$ cat src/rtl/gcd_param_core.sv
// rtl/gcd_param_core.sv - WIDTH-bit binary (Stein) GCD core with Start/Ack handshake and CEN single-step.
// Optional macro GCD_CYCLE_CNT_EN adds a saturating SUB/MULT cycle counter on output Cycles.
module gcd_param_core #(
  parameter int WIDTH  = 8,
  parameter int ICNT_W = 4
) (
  input  logic              Clk,
  input  logic              Reset,
  input  logic              CEN,
  input  logic              Start,
  input  logic              Ack,
  input  logic [WIDTH-1:0]  Ain,
  input  logic [WIDTH-1:0]  Bin,
  output logic [WIDTH-1:0]  A,
  output logic [WIDTH-1:0]  B,
  output logic [WIDTH-1:0]  AB_GCD,
  output logic [ICNT_W-1:0] i_count,
  output logic              q_I,
  output logic              q_Sub,
  output logic              q_Mult,
  output logic              q_Done
`ifdef GCD_CYCLE_CNT_EN
  ,
  output logic [15:0]       Cycles
`endif
);

  // One-hot encoding so each q_* flag is a direct register bit decode.
  typedef enum logic [3:0] {
    S_I    = 4'b0001,
    S_SUB  = 4'b0010,
    S_MULT = 4'b0100,
    S_DONE = 4'b1000
  } state_t;

  state_t            r_state;
  logic [WIDTH-1:0]  r_a;
  logic [WIDTH-1:0]  r_b;
  logic [WIDTH-1:0]  r_gcd;
  logic [ICNT_W-1:0] r_icnt;

  logic w_zero_op;
  assign w_zero_op = (Ain == '0) || (Bin == '0);

  always_ff @(posedge Clk) begin
    if (Reset) begin
      r_state <= S_I;
      r_a     <= '0;
      r_b     <= '0;
      r_gcd   <= '0;
      r_icnt  <= '0;
    end else if (CEN) begin
      case (r_state)
        S_I: begin
          r_a    <= Ain;
          r_b    <= Bin;
          r_icnt <= '0;
          if (Start) begin
            if (w_zero_op) begin
              r_gcd   <= Ain | Bin;
              r_state <= S_DONE;
            end else begin
              r_state <= S_SUB;
            end
          end
        end
        S_SUB: begin
          // Priority order matters: common twos must be stripped before odd reduction.
          if (r_a == r_b) begin
            r_state <= S_MULT;
          end else if (!r_a[0] && !r_b[0]) begin
            r_a    <= r_a >> 1;
            r_b    <= r_b >> 1;
            r_icnt <= r_icnt + ICNT_W'(1);
          end else if (!r_a[0]) begin
            r_a <= r_a >> 1;
          end else if (!r_b[0]) begin
            r_b <= r_b >> 1;
          end else if (r_a > r_b) begin
            r_a <= r_a - r_b;
          end else begin
            r_b <= r_b - r_a;
          end
        end
        S_MULT: begin
          if (r_icnt != '0) begin
            r_a    <= r_a << 1;
            r_icnt <= r_icnt - ICNT_W'(1);
          end else begin
            r_gcd   <= r_a;
            r_state <= S_DONE;
          end
        end
        S_DONE: begin
          if (Ack) begin
            r_state <= S_I;
          end
        end
        default: r_state <= S_I;
      endcase
    end
  end

`ifdef GCD_CYCLE_CNT_EN
  logic [15:0] r_cycles;

  always_ff @(posedge Clk) begin
    if (Reset) begin
      r_cycles <= '0;
    end else if (CEN) begin
      if (r_state == S_I && Start) begin
        r_cycles <= '0;
      end else if ((r_state == S_SUB || r_state == S_MULT) && r_cycles != 16'hFFFF) begin
        r_cycles <= r_cycles + 16'd1;
      end
    end
  end

  assign Cycles = r_cycles;
`endif

  assign A       = r_a;
  assign B       = r_b;
  assign AB_GCD  = r_gcd;
  assign i_count = r_icnt;
  assign q_I     = (r_state == S_I);
  assign q_Sub   = (r_state == S_SUB);
  assign q_Mult  = (r_state == S_MULT);
  assign q_Done  = (r_state == S_DONE);

endmodule

$ cat config.mk
export PLATFORM = sky130hd
export DESIGN_NAME = gcd_param_core
export DESIGN_NICKNAME = d
export VERILOG_FILES = /design/src/rtl/gcd_param_core.sv
export SDC_FILE = /design/constraint.sdc
export NUM_CORES = 1
export LEC_CHECK = 0
export ABC_AREA = 1
export BUFFER_PORTS_ARGS = -buffer_cell sky130_fd_sc_hd__buf_2
export CAP_MARGIN = 20
export CORE_MARGIN = 3
export CORE_UTILIZATION = 45
export CTS_CLUSTER_DIAMETER = 60
export DETAILED_ROUTE_END_ITERATION = 8
export PLACE_DENSITY_LB_ADDON = 0.25
export RECOVER_POWER = 50
export SLEW_MARGIN = 0
export SYNTH_ARGS = -nofsm -noshare
export SYNTH_HDL_FRONTEND = slang
export SYNTH_SLANG_ARGS = --single-unit
$ cat constraint.sdc
create_clock -name Clk -period 6.2 [get_ports Clk]
set_input_delay 0.93 -clock Clk [delete_from_list [all_inputs] [get_ports Clk]]
set_output_delay 0.93 -clock Clk [all_outputs]
set_load 0.1 [all_outputs]
==> metrics.txt <==
outcome completed; Final Net Count 561; grt total ovfl 0; Critical Path Start r_state[1]; power after layout 1.10 mW; most common cell in the netlist nand2_1; clock skew 5.43 ps; number of flops mapped to enable cells by yosys 0; element type at the critical path end primary output; headroom to the max-slew limit 22.1%; Final Hold Viols 0; Distinct cells, synth 35; Crit Path Category flop to primary output; num rows 28; worst vdd ir 236 µV; CTS tree built; worst slew pin tran 1170 ps; share of the synthesized area in the top cell type 22.3%; Top Ports 53; I/O Buffers 52; Area Growth Syn to Fin 11.3%; Peak Freq 363 MHz; drt first-iter violations 241; layout cells sized above 1 11.0%; total negative setup slack 0 ps; Core ar. 6060 µm²; final WL 8440 µm; Synth top cells by count 139 x nand2_1, 60 x inv_1, 49 x nor2_1; cell count after synthesis 472; Post-synth ARST share 0%; leading area contributor after synthesis dfxtp_1; drt pass-1 iters 5; largest net degree at the start of global routing 23; RePlAce Congestion 0.965; antenna viol nets, final 0; YS warnings 0; leak pwr 1.59 nW; post-DP HPWL 6620 µm; number of CTS-inserted buffers 5; cts repair resizes 0; GR Util All Layers 23.1%; pwr/cell area 343 nW/µm²; Worst Path Required 5270 ps; Final Cycle Share 44.4%; Primary FF master, synth dfxtp_1; reg2reg start A[0]; vias in the first global route 2,900; Setup violations, final 0; hold path startpoint AB_GCD[5]; min cycle time layout 2750 ps; first-pass GRT wire length 13,700 µm; Clock power frac 15.9%; switching share of total power 55.7%; Max Fanout on Critical Path 11; Initial Utilization 47.4%; Routed wire per std cell 14.2 µm; Finished Core Util 52.7%; Synth Register Bits 32; sequential area share after synthesis 22.3%; initial antenna violation count 0; synthesized area per cell 6.08 µm²; Post-Syn Nets 515; Max Root-Sink Buffers 2; crit start category flop; Slew Limit Fails 0; P_int 0.485 mW; clk_lat worst skew 290 ps; combinational power share 59.7%; Max-Cap Viols 0; Seq pwr share 24.3%; vias per inst 5.36; H-tree depth 2; Post-CTS Hold Buffers 0; CTS Sinks 32; via count 3,185; Switch Pwr 0.610 mW; # Post-CTS Setup Buffers 0; DRC 0; cell area after synthesis 2870 µm²; signal arrival time at the worst endpoint 1820 ps; Root Driver clkbuf_8; die area 7380 µm²; Die Wd 85.9 µm; largest cells by area after synthesis dfxtp_1 22%, nand2_1 18%, ha_1 8.3%; Antenna Cells 0; Clk pin slew, worst setup/hold paths 70 ps; RSZ-0062 raised after global routing false; worst hold path type flop to flop; Die H 85.9 µm
per-stage QoR:
step	hold WS, ps	setup WS (ps)	cells	cell area (µm²)
CTS	484	3460	594	3230
global route	520	3370	594	3200
finish	483	3450	594	3200
floorplan	481	1910	472	2870
detailed placement	466	3770	586	3140
global placement	463	3810	586	3140
layout by cell type (no fill, tap or decap), drive strengths merged, types with 4 or more instances in the layout:
| cell | count |
|---|---|
| dfxtp | 32 |
| o21ai | 29 |
| ha | 19 |
| xnor2 | 4 |
| nor2 | 58 |
| nand3 | 42 |
| nand4 | 5 |
| nor4 | 5 |
| nand2 | 146 |
| clkbuf | 35 |
| inv | 64 |
| a21oi | 38 |
| buf | 25 |
| xor2 | 5 |
routing by layer:
layer,routed length [µm],GRT usage [%],part of all wire [%]
met3,651,4.42,7.7
met1,3790,31.5,45
met5,0,0,0
met4,81,5.32,0.96
met2,3920,37.8,46
state kept, by name, indices dropped and copies added (netlist names):
signal / count
AB_GCD: 8
i_count: 4
B: 8
r_state: 4
A: 8
power by group through the flow:
stage | clock network, mW | logic, mW | registers [mW]
CTS | 0.173 | 0.657 | 0.266
detailed placement | 0 | 0.653 | 0.271
global placement | 0 | 0.650 | 0.270
global route | 0.182 | 0.717 | 0.271
finish | 0.175 | 0.654 | 0.267
floorplan | 0 | 0.379 | 0.415
worst max-delay path, stage by stage, from the launching register on:
cell and delay [ps]:
dfxtp_1 450, nand2_1 100, nor2_2 460, buf_2 530
area by class of cell:
class | instances | area, µm²
Multi-Input combinational cell | 363 | 1900
Fill cell | 663 | 2860
Timing Repair Buffer | 52 | 226
Inverter | 64 | 243
Tap cell | 75 | 93.8
Clock buffer | 8 | 90.1
Sequential cell | 32 | 641
final timing paths:
kind	endpoint	slack (ps)	cells after the start
setup / recovery	q_Sub	3450	3
hold / removal	AB_GCD[5]	480	2
setup reg to reg	A[1]	3760	15
hold reg to reg	AB_GCD[5]	480	2
cell families (layout without fill, tap and decap cells):
kind of cell    Yosys count  after routing  share of synthesized area (%)
simple gates            260            260                           39.8
buf+inv                  77            124                           11.3
compound gates           72             72                           13.5
flops                    32             32                           22.3
fa+ha+maj                22             22                           10.4
xor+xnor                  9              9                           2.74
No activity file was read; power rests on OpenSTA's default activity.
